**src/rtl/write_back_stage.sv**
```systemverilog
// Write-back stage: 2-entry in-order buffer (head + skid) feeding the
// register file and PC. Commits in program order, hides x0 writes,
// forwards pending results, counts retirements, supports halt/resume/flush.
module write_back_stage #(
  parameter int XLEN      = 32,
  parameter int REG_IDX_W = 5,
  parameter int INSTRET_W = 64
) (
  input  logic                 clk,
  input  logic                 rst,
  input  logic                 in_valid,
  output logic                 in_ready,
  input  logic [REG_IDX_W-1:0] in_rd_index,
  input  logic [XLEN-1:0]      in_result,
  input  logic [XLEN-1:0]      in_pc_next,
  input  logic                 in_need_write_rd,
  input  logic                 in_halt,
  input  logic                 flush,
  input  logic                 resume,
  input  logic                 rf_ready,
  output logic [REG_IDX_W-1:0] rd_write_index,
  output logic [XLEN-1:0]      rd_write_data,
  output logic                 rd_write_enable,
  output logic [XLEN-1:0]      pc_write_data,
  output logic                 pc_write_enable,
  output logic                 fwd0_valid,
  output logic [REG_IDX_W-1:0] fwd0_index,
  output logic [XLEN-1:0]      fwd0_data,
  output logic                 fwd1_valid,
  output logic [REG_IDX_W-1:0] fwd1_index,
  output logic [XLEN-1:0]      fwd1_data,
  output logic                 halted,
  output logic [INSTRET_W-1:0] instret
);

  localparam logic [0:0] S_RUN    = 1'b0;
  localparam logic [0:0] S_HALTED = 1'b1;

  // Slot 0 is always the head (oldest), slot 1 the skid (youngest).
  logic [1:0]                r_count;
  logic [0:0]                r_state;
  logic [INSTRET_W-1:0]      r_instret;
  logic [1:0][REG_IDX_W-1:0] r_idx;
  logic [1:0][XLEN-1:0]      r_res;
  logic [1:0][XLEN-1:0]      r_pc;
  logic [1:0]                r_wr;
  logic [1:0]                r_halt;

  logic w_head_vld;
  logic w_skid_vld;
  logic w_push;
  logic w_commit;
  logic w_head_wr;
  logic w_skid_wr;

  assign w_head_vld = (r_count != 2'd0);
  assign w_skid_vld = (r_count == 2'd2);
  // rst only gates these so nothing is accepted or strobed in a reset cycle.
  assign in_ready   = !rst && (r_count != 2'd2);
  assign w_push     = in_valid && in_ready && !flush;
  assign w_commit   = !rst && w_head_vld && rf_ready && (r_state == S_RUN) && !flush;

  assign w_head_wr  = r_wr[0] && (r_idx[0] != '0);
  assign w_skid_wr  = r_wr[1] && (r_idx[1] != '0);

  assign rd_write_index  = r_idx[0];
  assign rd_write_data   = r_res[0];
  assign rd_write_enable = w_commit && w_head_wr;
  assign pc_write_data   = r_pc[0];
  assign pc_write_enable = w_commit;

  assign fwd0_valid = !rst && w_head_vld && w_head_wr;
  assign fwd0_index = r_idx[0];
  assign fwd0_data  = r_res[0];
  assign fwd1_valid = !rst && w_skid_vld && w_skid_wr;
  assign fwd1_index = r_idx[1];
  assign fwd1_data  = r_res[1];

  assign halted  = (r_state == S_HALTED);
  assign instret = r_instret;

  // Entry payload: shift skid into head on pop, land pushes in the first free slot.
  always_ff @(posedge clk) begin
    if (!rst && !flush) begin
      if (w_commit) begin
        if (w_push) begin
          // Only possible with count==1: the new entry becomes head directly.
          r_idx[0]  <= in_rd_index;
          r_res[0]  <= in_result;
          r_pc[0]   <= in_pc_next;
          r_wr[0]   <= in_need_write_rd;
          r_halt[0] <= in_halt;
        end else begin
          r_idx[0]  <= r_idx[1];
          r_res[0]  <= r_res[1];
          r_pc[0]   <= r_pc[1];
          r_wr[0]   <= r_wr[1];
          r_halt[0] <= r_halt[1];
        end
      end else if (w_push) begin
        r_idx[r_count[0]]  <= in_rd_index;
        r_res[r_count[0]]  <= in_result;
        r_pc[r_count[0]]   <= in_pc_next;
        r_wr[r_count[0]]   <= in_need_write_rd;
        r_halt[r_count[0]] <= in_halt;
      end
    end
  end

  // Occupancy, run/halt state and retirement counter.
  always_ff @(posedge clk) begin
    if (rst) begin
      r_count   <= 2'd0;
      r_state   <= S_RUN;
      r_instret <= '0;
    end else begin
      if (flush) begin
        r_count <= 2'd0;
      end else begin
        case ({w_push, w_commit})
          2'b10:   r_count <= r_count + 2'd1;
          2'b01:   r_count <= r_count - 2'd1;
          default: r_count <= r_count;
        endcase
      end
      if (w_commit) begin
        r_instret <= r_instret + INSTRET_W'(1);
      end
      if (r_state == S_RUN) begin
        if (w_commit && r_halt[0]) begin
          r_state <= S_HALTED;
        end
      end else if (resume) begin
        r_state <= S_RUN;
      end
    end
  end

endmodule

```
**config.mk**
```make
export PLATFORM = sky130hd
export DESIGN_NAME = write_back_stage
export DESIGN_NICKNAME = d
export VERILOG_FILES = /design/src/rtl/write_back_stage.sv
export SDC_FILE = /design/constraint.sdc
export NUM_CORES = 1
export LEC_CHECK = 0
export BUFFER_PORTS_ARGS = -buffer_cell sky130_fd_sc_hd__buf_2
export CAP_MARGIN = 20
export CORE_ASPECT_RATIO = 1.1
export CORE_MARGIN = 2
export CORE_UTILIZATION = 38
export CTS_CLUSTER_DIAMETER = 30
export CTS_CLUSTER_SIZE = 14
export DETAILED_ROUTE_END_ITERATION = 8
export GPL_TIMING_DRIVEN = 0
export PLACE_DENSITY = 0.62
export SETUP_SLACK_MARGIN = 0.3
export SLEW_MARGIN = 40
export SYNTH_ARGS = -nofsm -noshare
export SYNTH_HDL_FRONTEND = slang
export SYNTH_SLANG_ARGS = --single-unit
```
**constraint.sdc**
```tcl
create_clock -name clk -period 31.3 [get_ports clk]
set_input_delay 1.565 -clock clk [delete_from_list [all_inputs] [get_ports clk]]
set_output_delay 1.565 -clock clk [all_outputs]
set_load 0.01 [all_outputs]
```
# Yosys cells after proc, flatten, opt, wreduce, memory -nomap -nowiden
# Index checks and enable logic that the tools add are counted.
# op_classes
muxes,30
eq_ne,4
add_sub_neg,3
order_cmp,2
bitwise,2
n_reduce_logical,26
# op_table
operator,n
32-bit two-way mux,7
64-bit bitwise mux,2
"64-bit by 1-bit adder with 64-bit output, second input constant",1
32-bit demux with 1-bit select,1
5-bit two-way mux,4
1-bit logical AND,16
10-bit bitwise mux,1
1-bit two-way mux,10
5-bit nonzero test,2
2-bit nonzero test,3
5-bit demux with 1-bit select,1
2-bit bitwise mux,2
"2-bit == test, second input constant",2
2-bit case mux with 2 select lines,1
3-bit AND reduction,1
"2-bit by 1-bit adder with 2-bit output, second input constant",1
"2-bit by 1-bit == test with 1-bit output, second input constant",1
1-bit zero test,2
"1-bit by 2-bit less-than comparator with 1-bit output, second input constant",1
"2-bit != test, second input constant",1
1-bit NOT,2
2-bit AND reduction,1
2-bit OR reduction,1
"2-bit by 1-bit subtractor with 2-bit output, second input constant",1
2 further kinds,2
# totals
output_inout_bits,213
regBits,209
inputBits,77
elab_cells,80

# Logic depth before layout (Yosys ltp)
# logic_depth
ltp_word,8
depth_mapped,9
mapped_depth_nobuf,8

# Worst setup path before layout
# No wires, ideal clock.
# synth_timing
path_kind,in2reg
startpoint,in flush
endpoint,"reg r_res (netlist bit fwd0_data[0]), enable pin"
arrival_ns,13.927
required_ns,30.420
n_path_buf,1
setup_time_ns,0.880
stages,6
slack_ns,16.493
path_cell_list,or4b_4 > nor2_2 > inv_2 > buf_2 > ha_1 > a2111oi_0
# synth_via
elab_chain_len,4
elab_cells_between_ends,6
cone_classes,reduce/logical: 6
# synth_lines
element,line,rtl
"start, declared",18,"input logic flush,"
1-bit zero test,61,assign w_commit = !rst && w_head_vld && rf_ready && (r_state == S_RUN) && !flush;
1-bit logical AND,61,
named net pc_write_enable,25,"output logic pc_write_enable,"
2-bit nonzero test (no line),n/a,
2-bit AND reduction (no line),n/a,
"end signal, assigned by index",102,r_res[r_count[0]] <= in_result;
"end, declared",44,logic [1:0][XLEN-1:0] r_res;
# The timed path passes the listed nets, and every way through them passes these cells.
# A chain may end at the register's enable or synchronous reset.

# Final worst setup path
# layout_timing
startpoint,in flush
endpoint,"reg r_res (netlist bit fwd0_data[27]), enable pin"
# layout_via
elab_chain_len,4
elab_cells_between_ends,6
cone_classes,reduce/logical: 6
# layout_lines
element,line
1-bit zero test (*),"60, 61, 84"
"1-bit logical AND, on equally long branches","60, 61"
2-bit nonzero test (no line),n/a
2-bit AND reduction (no line) (*),n/a
# Every way passes the cells marked *; elsewhere a longest branch is shown, timed or not.

==> results.md <==
- Clk buf depth: 3
- Mapped Nets: 797
- Count leader, synth: edfxtp_1
- Leakage: between 0.005 and 0.006 µW
- Worst hold path type: reg -> reg
- Grt ovf: 0
- Synth Flop Type: edfxtp_1
- # IOs: 290
- Vias in the first global route: roughly 7.1k
- Switching Power: 169 µW
- # Post-CTS Setup Buffers: 0
- Number of enable flip-flop cells after synthesis: about 140
- Mapped cell area: 8900 µm²
- Reg2reg start: halted
- Internal: 629 µW
- Critical Path End Type: register
- Fin Setup TNS: 0 ns
- Reg clk slew, reported paths: 0.04 ns
- Setup slack after layout: 25.46 ns
- Initial DRT Pass Iterations: 5
- Layout cells sized above 1: 42.5%
- Post-synth ARST share: 0%
- DR iter-0 viols: 313
- First-pass GRT wire length: 38,300 µm
- Endpoints failing hold: 0
- Hold Path Origin: instret[60]
- Post-CTS Resized: 0
- Routability cong.: roughly 0.8
- Setup WS pre-CTS: 24.93 ns
- TritonCTS Buffers: 45
- CP max FO: 11
- Largest net degree at the start of global routing: 36
- H-tree level count: 2
- Final setup vio count: 0
- Crit path time final: roughly 5.8 ns
- Via density per instance: 5.07
- Antenna-violating nets left: 0
- Max_cap viols: 0
- GRT Overall Usage: 19.7%
- CP Class: in -> reg
- Max_slew headroom: 45.4%
- Slowest cell on the critical path: or4b_4
- Seq pwr share: between 30% and 40%
- Gate power share: 2.7%
- Crit share post-route: between 10% and 20%
- FP Rows: 58
- Die Y: 164 µm
- Most area-consuming cells after synthesis: edfxtp_1, dfxtp_1, a22o_1, buf_4, nor2_1
- Yosys cell types: 42
- Synth top cells by count: edfxtp_1, a22o_1, buf_4
- Critical path's largest stage delay: 0.59 ns
- VDD IR max: 0.0000542 V
- Fin nets: 1,155
- Unrepaired setup endpoints after global routing: false
- Largest area contributor in the netlist: edfxtp_1
- Vias: approximately 7.2k
- Seq cells post-synth: 209
- Port-buffer cells: between 200 and 300
- Core box area: 22,900 µm²
- CP startpoint: flush
- Worst Skew: 0.0119 ns
- Crit-path cells: buf_2 -> or4b_4 -> nor2_2 -> inv_2 -> buf_2 -> ha_1 -> a2111oi_2 -> clkdlybuf4s15_2 -> buf_2 -> buf_2 -> clkdlybuf4s15_2 -> clkdlybuf4s18_2 -> clkdlybuf4s18_2 -> clkdlybuf4s18_2 -> buf_1 -> clkdlybuf4s15_2
- Initial core utilization: 38.8%
- Worst slew pin tran: 0.812 ns
- Final Max Tran Viols: 0
- CTS tree: built
- Die W: 150 µm
- Wirelength, routed: 24,700 µm
- Worst Path Required: 31.53 ns
- Sw Share: a little over a fifth
- Fmax: 171 MHz
- Power density over cell area: about 64 nW/µm²
- CTS Hold Bufs: 0
- Worst Path Arrival: 6.07 ns
- Die area: 24,700 µm²
- Layout area overhead: 40.6%
- Status: finished clean
- Avg Inst Size Synth: 12.4 µm²
- Clock latency on the worst-skew pair: 0.52 ns
- Crit path top cell by count: buf_2
- Yosys top cell area share: 47.9%
- Clock network fraction of design power: roughly 60%
- WL/cell: 17.5 µm
- CTS root buf: clkbuf_16
- YS warnings: 0
- Post-synthesis sequential area ratio: 63.0%
- Crit start category: input port
- CTS sink cnt: between 200 and 250
- Dpl hpwl: 17,900 µm
- # DRC: 0
- Initial antenna violation count: 2
- Mapped Cells: 716
[critical path: cells and delay by family]
kind / cells / cell delay (ns)
simple gates: 2 / 0.95
compound gates: 1 / 0.57
fa+ha+maj: 1 / 0.24
buf+inv: 12 / 2.72
[power by group through the flow]
stage               Sequential (µW)  Clock [µW]  Combinational, µW
CTS                             298         486               21.9
finish                          298         479               21.6
global placement                304           0               20.5
detailed placement              303           0               21.9
global route                    298         501               23.8
floorplan                       304           0               10.3
[final cells by class]
cell class                 count  area, µm²
clock inverter                27        308
buffer                        97        627
fill                        2035      10400
antenna                        1       2.50
timing repair buffer         311       1650
clock buffer                  56       1260
inverter                      12       45.0
multi-input combinational    398       2640
tap                          300        375
sequential                   209       5610
[through the flow]
stage | cells | total power, µW | hold WS [ns] | cell area [µm²] | util [%]
global placement | 1305 | 324 | 0.464 | 10700 | 46.7
finish | 1411 | 798 | 0.505 | 12500 | 54.6
floorplan | 716 | 314 | 0.448 | 8900 | -
detailed placement | 1327 | 325 | 0.496 | 10900 | 47.7
global route | 1411 | 822 | 0.542 | 12500 | 54.6
CTS | 1410 | 806 | 0.507 | 12500 | 54.5
[sequential cells by signal (all words and copies together) (netlist names)]
signal         count
instret           64
fwd0_data         32
fwd1_data         32
pc_write_data     32
r_pc              32
fwd0_index         5
fwd1_index         5
r_count            2
r_halt             2
r_wr               2
halted             1
[path summary, 6_finish.rpt]
check / slack, ns / end / cells past startpoint
worst max-delay path: 25.46 / fwd0_data[27] / 16
worst min-delay path: 0.51 / instret[60] / 2
worst max register to register: 26.28 / fwd0_data[27] / 15
worst min register to register: 0.51 / instret[60] / 2
[cells by family after synthesis]
logic type | Yosys count | synth area share [%]
adders and majority gates | 4 | 0.563
xor gates and xnor gates | 34 | 3.35
AOI/OAI and AO/OA | 133 | 10.9
and+or+nand+nor | 226 | 14.5
muxes | 1 | 0.127
DFF | 209 | 63.0
buffers and inverters | 109 | 7.55
[layer usage]
layer | vias up | wire length [µm] | share of wire, % | global-route usage (%)
met5 | - | 13 | 0.053 | 0
met4 | 2 | 530 | 2.1 | 6.60
met3 | 46 | 2540 | 10 | 7.93
met2 | 295 | 12000 | 49 | 33.0
met1 | 3418 | 9650 | 39 | 23.0
li1 | 3396 | - | - | -
[cell usage in the layout (no fill, tap or decap), types with 6 or more instances in the layout]
cell and count:
or4_1 14, nand3_1 27, buf_2 298, clkbuf_1 29, nor3_1 11, inv_6 6
clkdlybuf4s15_2 6, o21ai_0 14, nor2_1 50, clkbuf_16 47, edfxtp_1 142, dfxtp_1 67
nand4_1 26, nand2_1 29, nor4_1 13, a21oi_1 29, xnor2_1 17, buf_4 69
xor2_1 17, inv_1 11, a22o_1 71, o31ai_1 10, or3_1 18, o21ai_1 6
Note: power is estimated with default switching activity, not from simulation.
